<file path="config.mk">
export PLATFORM = sky130hd
export DESIGN_NAME = i2c_fclk
export DESIGN_NICKNAME = d
export VERILOG_FILES = /design/src/rtl/i2c_fclk.sv
export SDC_FILE = /design/constraint.sdc
export NUM_CORES = 1
export LEC_CHECK = 0
export ABC_AREA = 1
export CORE_AREA = 2 2 39 41
export CTS_CLUSTER_DIAMETER = 30
export CTS_CLUSTER_SIZE = 20
export DETAILED_ROUTE_END_ITERATION = 6
export DIE_AREA = 0 0 41 43
export SKIP_LAST_GASP = 1
export SYNTH_ARGS = -nofsm -noshare
export SYNTH_HDL_FRONTEND = slang
export SYNTH_SLANG_ARGS = --single-unit
</file>
<file path="constraint.sdc">
create_clock -name clk -period 1.11 [get_ports clk]
set_input_delay 0.111 -clock clk [delete_from_list [all_inputs] [get_ports clk]]
set_output_delay 0.111 -clock clk [all_outputs]
set_load 0.01 [all_outputs]
</file>
<file path="src/rtl/i2c_fclk.sv">
// rtl/i2c_fclk.sv - I2C bus clock divider producing s_clk plus rise/fall strobes
module i2c_fclk #(
  parameter int CLK_HZ = 50_000_000,
  parameter int SCL_HZ = 100_000
) (
  input  logic clk,
  input  logic rst,
  output logic s_clk,
  output logic strob_up,
  output logic strob_down
);

  // clk cycles per s_clk half-period; the divide truncates on purpose
  localparam int HALF = CLK_HZ / (2 * SCL_HZ);
  localparam int CW   = (HALF < 2) ? 1 : $clog2(HALF);
  localparam logic [CW-1:0] LAST = CW'(HALF - 1);

  // A half-period shorter than two cycles cannot place a strobe ahead of its edge
  generate
    if (HALF < 2) begin : g_bad_half
      $error("i2c_fclk: CLK_HZ/(2*SCL_HZ) must be at least 2");
    end
  endgenerate

  logic [CW-1:0] cnt;
  logic          tc;

  assign tc = (cnt == LAST);

  // Strobes look one edge ahead: they are high in the cycle before s_clk toggles
  assign strob_up   = tc & ~s_clk;
  assign strob_down = tc & s_clk;

  // Half-period counter and bus clock flop; s_clk idles high out of reset
  always_ff @(posedge clk or negedge rst) begin
    if (!rst) begin
      cnt   <= '0;
      s_clk <= 1'b1;
    end else if (tc) begin
      cnt   <= '0;
      s_clk <= ~s_clk;
    end else begin
      cnt   <= cnt + CW'(1);
    end
  end

endmodule

</file>
======== Word level (Yosys, flattened, before mapping) ========
Cells that the tools add are included.
W data, S select, Z words.
cells by class
  $add $sub $neg .......................... 1
  eq/ne operators ......................... 1
  multiplexer cells ....................... 1
  bitwise logic cells ..................... 3
operator list
  operator               number
  $add A8 B1 Y8 const B  1
  $eq A8 B8 Y1 const B   1
  $mux W8                1
  $and A1 B1 Y1          2
  $not A1 Y1             1
storage, ports and cells
  bits in registers ....................... 9
  input port bits ......................... 2
  output and inout bits ................... 3
  word-level logic and storage cells ...... 8

======== Longest topological paths before layout ========
Gate-level depths: netlist of the first run.
  word-level depth ........................ 2
  depth in mapped cells ................... 8
  depth with buffers taken out ............ 8

======== Worst setup path after synthesis of the first run ========
No wires, ideal clock.
  path kind ............................... reg2out
  start point ............................. register cnt[1]
  end point ............................... output strob_down
  arrival time ............................ 1.001 ns
  required time ........................... 0.999 ns
  path slack .............................. -0.002 ns
  cell stages (with the launch flop) ...... 7
  path buffers ............................ 0
  cell sequence ........................... dfrtp_1 > inv_1 > ha_1 > nand2_1 > nor2_4 > nand2_4 > nor2_1
between the ends
  longest elaborated chain between the ends .. 2
ends and longest elaborated chain
  element                 line  RTL
  start, declared         25    logic [CW-1:0] cnt;
  start signal, assigned  43    cnt <= cnt + CW'(1);
  $eq A8 B8 Y1            28    assign tc = (cnt == LAST);
  $and A1 B1 Y1           32    assign strob_down = tc & s_clk;
  end, declared           10    output logic strob_down
Every way passes these cells.

======== Worst setup path after layout of the first run ========
  start point ............................. register cnt[1]
  end point ............................... output strob_up
between the ends
  longest elaborated chain between the ends .. 2
ends and longest elaborated chain
  element        line  RTL
  $eq A8 B8 Y1   28
  $and A1 B1 Y1  31    assign strob_up = tc & ~s_clk;
  end, declared  9     output logic strob_up,
Every way passes these cells.

==> impl_results.md, run 1 <==
- Reg2Reg Depth: 8
- Global Route Usage Sum: 12.9%
- Iter 0 DRT Violations: 2
- Overflow after GRT: 0
- #FFs+latches synth: 9
- Final setup viols: 12
- DP Area: just under 600 um2
- Failing checks: setup timing
- Min Tclk post-route: ~1.4 ns
- Startpoint Class: flip-flop
- Placer congestion estimate: around 0.73
- Netlist cell types: 14
- Clock Skew: 0.000731 ns
- Setup TNS: -1.12 ns
- Mapped cell area: between 400 and 500 um2
- Starting Density: approximately 34%
- Clk slew on worst S/H paths: about 0.060 ns
- Slowest stage delay, CP: about 0.38 ns
- Post-DR vias/cell: 4.43
- PortBufs: 4
- Final setup margin: -0.263 ns
- Highest clock rate: about 0.73 GHz
- First-pass GRT wire length: 1500 um
- Status: finished with violations
- Dpl hpwl: a little under 700 um
- Final Max Slew Viols: 0
- Clk buf depth: 2
- Final hold vios: 0
- Largest net degree at the start of global routing: 10
- WP data arrival: about 1.3 ns
- CP max stage cell: dfrtp_1
- Syn. warnings: 0
- RSZ-0062 raised after global routing: yes
- Post-synth net total: 63
- P&R area growth vs syn: 43.4%
- Number of CTS-inserted buffers: 3
- Remaining antenna violation count: 0
- PD cells: slightly below 900 mW/mm2
- Vias in the first global route: roughly 380
- Crit-path max FO: 3
- Drt drc: 0
- Io pins: 5
- Worst hold slack: roughly 0.15 ns
- Die height: around 43 um
- Post-route cell area: ~670 um2
- Total iterations of the first detailed-routing run: 3
- Vias: roughly 410
- Syn Inst Count: just under 60
- Max IR drop VDD: ~0.54 mV
- Clk Latency, worst-skew pair: about 0.26 ns
- Die width: 41 um
- ANT cells: 0
- Most frequent cells in the layout: 13 x nand2_1, 13 x nor2_1, 9 x buf_4
- Routed WL: ~910 um
- Leak Pwr: about 0.00035 uW
- Clock root cell: clkbuf_4
- Initial antenna violation count: 0
- Worst-Margin Slew: between 0.4 and 0.5 ns
- Nets: 82
- Max-cap viol count: 0
- Worst path required time: 1.00 ns
- Syn_area_per_cell: 7.91 um2
- Hold Path Class: input port to asynchronous set/reset pin
- Htree depth: 1
- CTS tree: built
- Layout cell share with drive strength beyond 1: approximately two fifths
- Final Cycle Share: 124%
- Critical path type: flip-flop to primary output
- Clock sink count: 9
- FP Rows: 14
- Core Area: about 0.0014 mm2
- Register area share after synthesis: roughly 49%
- CP cell instances: inv_2 > ha_4 > nand2_4 > nor2_4 > nand2_4 > nor2_4 > buf_6
- Worst rel slew slack: between 70% and 80%
- DIE AREA: about 0.0018 mm2
- CP Capture Type: primary output
- DR WL/cell: slightly below 10 um
metrics by stage:
stage          instances  setup slack, ns  total power, uW  util, %
6_report              93           -0.263              594     48.4
2_1_floorplan         59           0.0213              334        -
3_3_place_gp          87           -0.454              344     42.6
5_1_grt               93           -0.348              625     48.4
3_5_place_dp          87           -0.447              344     42.6
4_1_cts               92           -0.323              604     47.8
worst max-delay path: cells and delay by family, from the launching register on:
kind	cells	cell delay, ns
adders and majority gates	1	0.13
and+or+nand+nor	4	0.31
buffers and inverters	2	0.19
DFF	1	0.38
cell usage after synthesis:
cell type / number / share of area [%]
inv_1: 5 / 4.0
nor2_2: 1 / 1.3
inv_2: 2 / 1.6
nand2_4: 1 / 2.4
dfrtp_1: 8 / 43
o21ai_0: 2 / 2.1
nor2_1: 15 / 12
nand3_1: 2 / 2.1
nand2_1: 15 / 12
nand2_2: 1 / 1.3
ha_1: 2 / 5.4
a21oi_1: 2 / 2.1
nor2_4: 2 / 4.8
dfstp_2: 1 / 5.6
cells by family (layout without fill, tap and decap cells):
logic type	Yosys count	count (layout)	synth area share [%]
and+or+nand+nor	37	37	36.2
AOI/OAI and AO/OA	4	4	4.29
DFF	9	9	48.5
adders and majority gates	2	2	5.36
buffers and inverters	7	25	5.63
report_power, final:
| group | leakage, uW | total, uW | switching [uW] | internal [uW] |
|---|---|---|---|---|
| combinational | 0.000228 | 9.33 | 6.22 | 3.11 |
| clock | 0.0000150 | 256 | 118 | 139 |
| sequential | 0.000108 | 328 | 0 | 328 |
metal layers:
metal,wire [um],vias up,global-route usage [%]
met2,437,5,19.1
li1,-,215,-
met3,17,4,3.14
met5,0,-,0
met1,432,188,15.1
met4,24,0,10.0
flip-flops by register name, indices dropped and copies added, names as in the netlist:
signal	cells
s_clk	1
cnt	8
area by class of cell:
class / instances / area, um2
multi-input combinational: 43 / 254
tap: 16 / 20.0
sequential: 9 / 226
fill: 137 / 714
inverter: 7 / 26.3
timing repair buffer: 14 / 116
clock buffer: 4 / 26.3
path summary, 6_finish.rpt:
path                                        from                 to  slack, ns
min in group clk                cnt[6]$_DFF_PN0_   cnt[6]$_DFF_PN0_       0.55
max in group asynchronous                    rst  s_clk$_DFFE_PN1N_       0.64
worst max-delay path            cnt[1]$_DFF_PN0_           strob_up      -0.26
worst min register to register  cnt[6]$_DFF_PN0_   cnt[6]$_DFF_PN0_       0.55
worst max register to register  cnt[1]$_DFF_PN0_   cnt[2]$_DFF_PN0_      -0.09
worst min-delay path                         rst   cnt[4]$_DFF_PN0_       0.15
what timing repair did:
item,in CTS,in global routing
gates resized for setup,25,0
cloned,0,0
pin swaps,3,2
setup endpoints to repair,12,12
setup buffers,1,1
hold buffers,0,0
No activity file was read; power rests on OpenSTA's default activity.
==> run 2: changes to the inputs <==
Settings changed: SLEW_MARGIN set to 25.
==> results of run 2 <==
No change in the layout: final DEF, timing and power equal those of run 1.
==> run 3: changes to the inputs <==
Settings changed: CORE_AREA 2 2 39 41 to not set, CORE_UTILIZATION set to 35, DIE_AREA 0 0 41 43 to not set.
Clock period 1.11 ns to 1.2 ns, I/O delays scaled along.
==> impl_results.md, run 3 (synthesized netlist as in run 1, its figures left out) <==
- Status: finished with violations
- Failing checks: setup timing
- Vias: 428 (+3.9%)
- Overflow after GRT: 0 (unchanged)
- PortBufs: 4 (unchanged)
- CP Capture Type: primary output
- Min Tclk post-route: 1.45 ns
- Cts-stage hold buffer count: 0 (unchanged)
- Non-filler cells, final: 93 (unchanged)
- Core Area: 0.00117 mm2 (-15%)
- Slowest stage delay, CP: 0.38 ns (about the same)
- Global Route Usage Sum: 16.3% (+3.4 points)
- Number of CTS-inserted buffers: 3 (unchanged)
- Final Max Slew Viols: 0 (unchanged)
- FP Rows: 12 (-2)
- P&R area growth vs syn: 45.8%
- Clock sink count: 9 (unchanged)
- CP Buf/Inv Count: 2 (unchanged)
- Regs by FF count: cnt x8, s_clk x1
- Clk Latency, worst-skew pair: 0.26 ns (about the same)
- Placer congestion estimate: 0.779 (+6.6%)
- PD cells: 803 mW/mm2 (-9.5%)
- Final setup margin: -0.251 ns (+0.0121 ns)
- CTS tree: built
- Die width: 38.5 um (-6.1%)
- Layout cell share with drive strength beyond 1: 41.8% (+1.5 points)
- Reg2Reg Capture Point: cnt[4]$_DFF_PN0_
- CP cell instances: inv_2 > ha_4 > nand2_2 > nor2_4 > nand2_4 > nor2_4 > buf_6
- Placed insts: 87 (unchanged)
- Power Total: 546 uW (-8.0%)
- Worst reg2reg path startpoint: cnt[1]$_DFF_PN0_
- Clock root cell: clkbuf_4
- Iter 0 DRT Violations: 9 (+7)
- Post-DR vias/cell: 4.60 (+3.9%)
- Most frequent CP cell: nor2_4
- Clock Skew: 0.000537 ns (-0.000194 ns)
- CP max stage cell: dfrtp_1
- DIE AREA: 0.00148 mm2 (-16%)
- Largest net degree at the start of global routing: 10 (unchanged)
- Die height: 38.5 um (-10%)
- RSZ-0062 raised after global routing: yes
- Clk buf depth: 2 (unchanged)
- Max reg flops: 8 (unchanged)
- Io pins: 5 (unchanged)
- Nets: 84 (+2.4%)
- Most flop-heavy register: cnt
- Max-cap viol count: 0 (unchanged)
- Dpl hpwl: 722 um (+5.4%)
- Final setup viols: 10 (-2)
- Vias in the first global route: 366 (-4.2%)
- Worst rel slew slack: 72.3% (about the same)
- Crit-path max FO: 4 (+1)
- Final Cycle Share: 121%
- Routed WL: 1030 um (+13%)
- First-pass GRT wire length: 1610 um (+7.8%)
- Reg2Reg Depth: 8 (unchanged)
- Hold Path Class: input port to asynchronous set/reset pin
- Worst path required time: 1.08 ns (+0.08 ns)
- WP data arrival: 1.33 ns (+0.07 ns)
- Critical path type: flip-flop to primary output
- Highest clock rate: between 0.6 and 0.7 GHz
- ANT cells: 0 (unchanged)
- Startpoint Class: flip-flop
- Max IR drop VDD: 0.515 mV (-5.3%)
- Initial antenna violation count: 0 (unchanged)
- Clk slew on worst S/H paths: 0.06 ns (about the same)
- Worst-Margin Slew: 0.414 ns (+0.000801 ns)
- Setup WS pre-CTS: -0.384 ns (+0.0629 ns)
- Final hold vios: 0 (unchanged)
- Remaining antenna violation count: 0 (unchanged)
- Most frequent cells in the layout: 13 x nand2_1, 13 x nor2_1, 12 x buf_4
- Leak Pwr: 0.000343 uW (-2.2%)
- Reg2reg setup slack: -0.06 ns (+0.03 ns)
- Drt drc: 0 (unchanged)
- Setup TNS: -0.673 ns (+0.447 ns)
- Total iterations of the first detailed-routing run: 4 (+1)
- Starting Density: 39.9% (+6.1 points)
- Htree depth: 1 (unchanged)
- Crit path max-delay family: flip-flops
- DR WL/cell: 11.1 um (+13%)
==> run 3: changes by cell type in the layout (fill, tap and decap cells not counted), sizes merged <==
| cell | previous run | this run |
|---|---|---|
| buf | 13 | 14 |
| clkdlybuf4s15 | 0 | 1 |
==> run 3: worst max-delay path by stage <==
stage / endpoint / start / cells after the start
global placement: strob_up / cnt[1]$_DFF_PN0_ / 7
CTS: strob_down / cnt[1]$_DFF_PN0_ / 7
global route: strob_up / cnt[1]$_DFF_PN0_ / 7
finish: strob_up / cnt[1]$_DFF_PN0_ / 7
detailed placement: strob_up / cnt[1]$_DFF_PN0_ / 7
floorplan: strob_down / cnt[1]$_DFF_PN0_ / 6
==> run 3: final cells by class <==
class                      instances  area (um2)
sequential                         9         226
inverter                           7        26.3
tap                               14        17.5
timing repair buffer              16         126
multi-input combinational         43         258
clock buffer                       4        26.3
fill                             110         490
==> run 3: power breakdown <==
part | internal, uW | switching [uW] | total [uW]
logic | 2.87 | 5.77 | 8.64
clock network | 128 | 106 | 234
registers | 304 | 0 | 304
==> run 3: per-layer routing <==
metal,up-vias,GRT usage (%),wire (um)
li1,217,-,-
met1,208,20.6,455
met2,3,26.3,543
met3,0,5.23,31
met4,0,5.17,0
met5,-,0,0
==> run 3: what timing repair did <==
item,in CTS,in global routing
buffers inserted,0,2
cloned,0,0
endpoints found under the setup margin,10,11
resized for setup,14,9
pin swaps,1,3
==> run 3: through the flow <==
| stage | utilization [%] | cell area (um2) | hold slack [ns] |
|---|---|---|---|
| after floorplan | - | 467 | -0.176 |
| after global placement | 51.2 | 599 | 0.456 |
| final | 58.1 | 681 | 0.160 |
| after CTS | 53.7 | 629 | 0.173 |
| after detailed placement | 51.2 | 599 | 0.456 |
| after global routing | 58.1 | 681 | 0.199 |
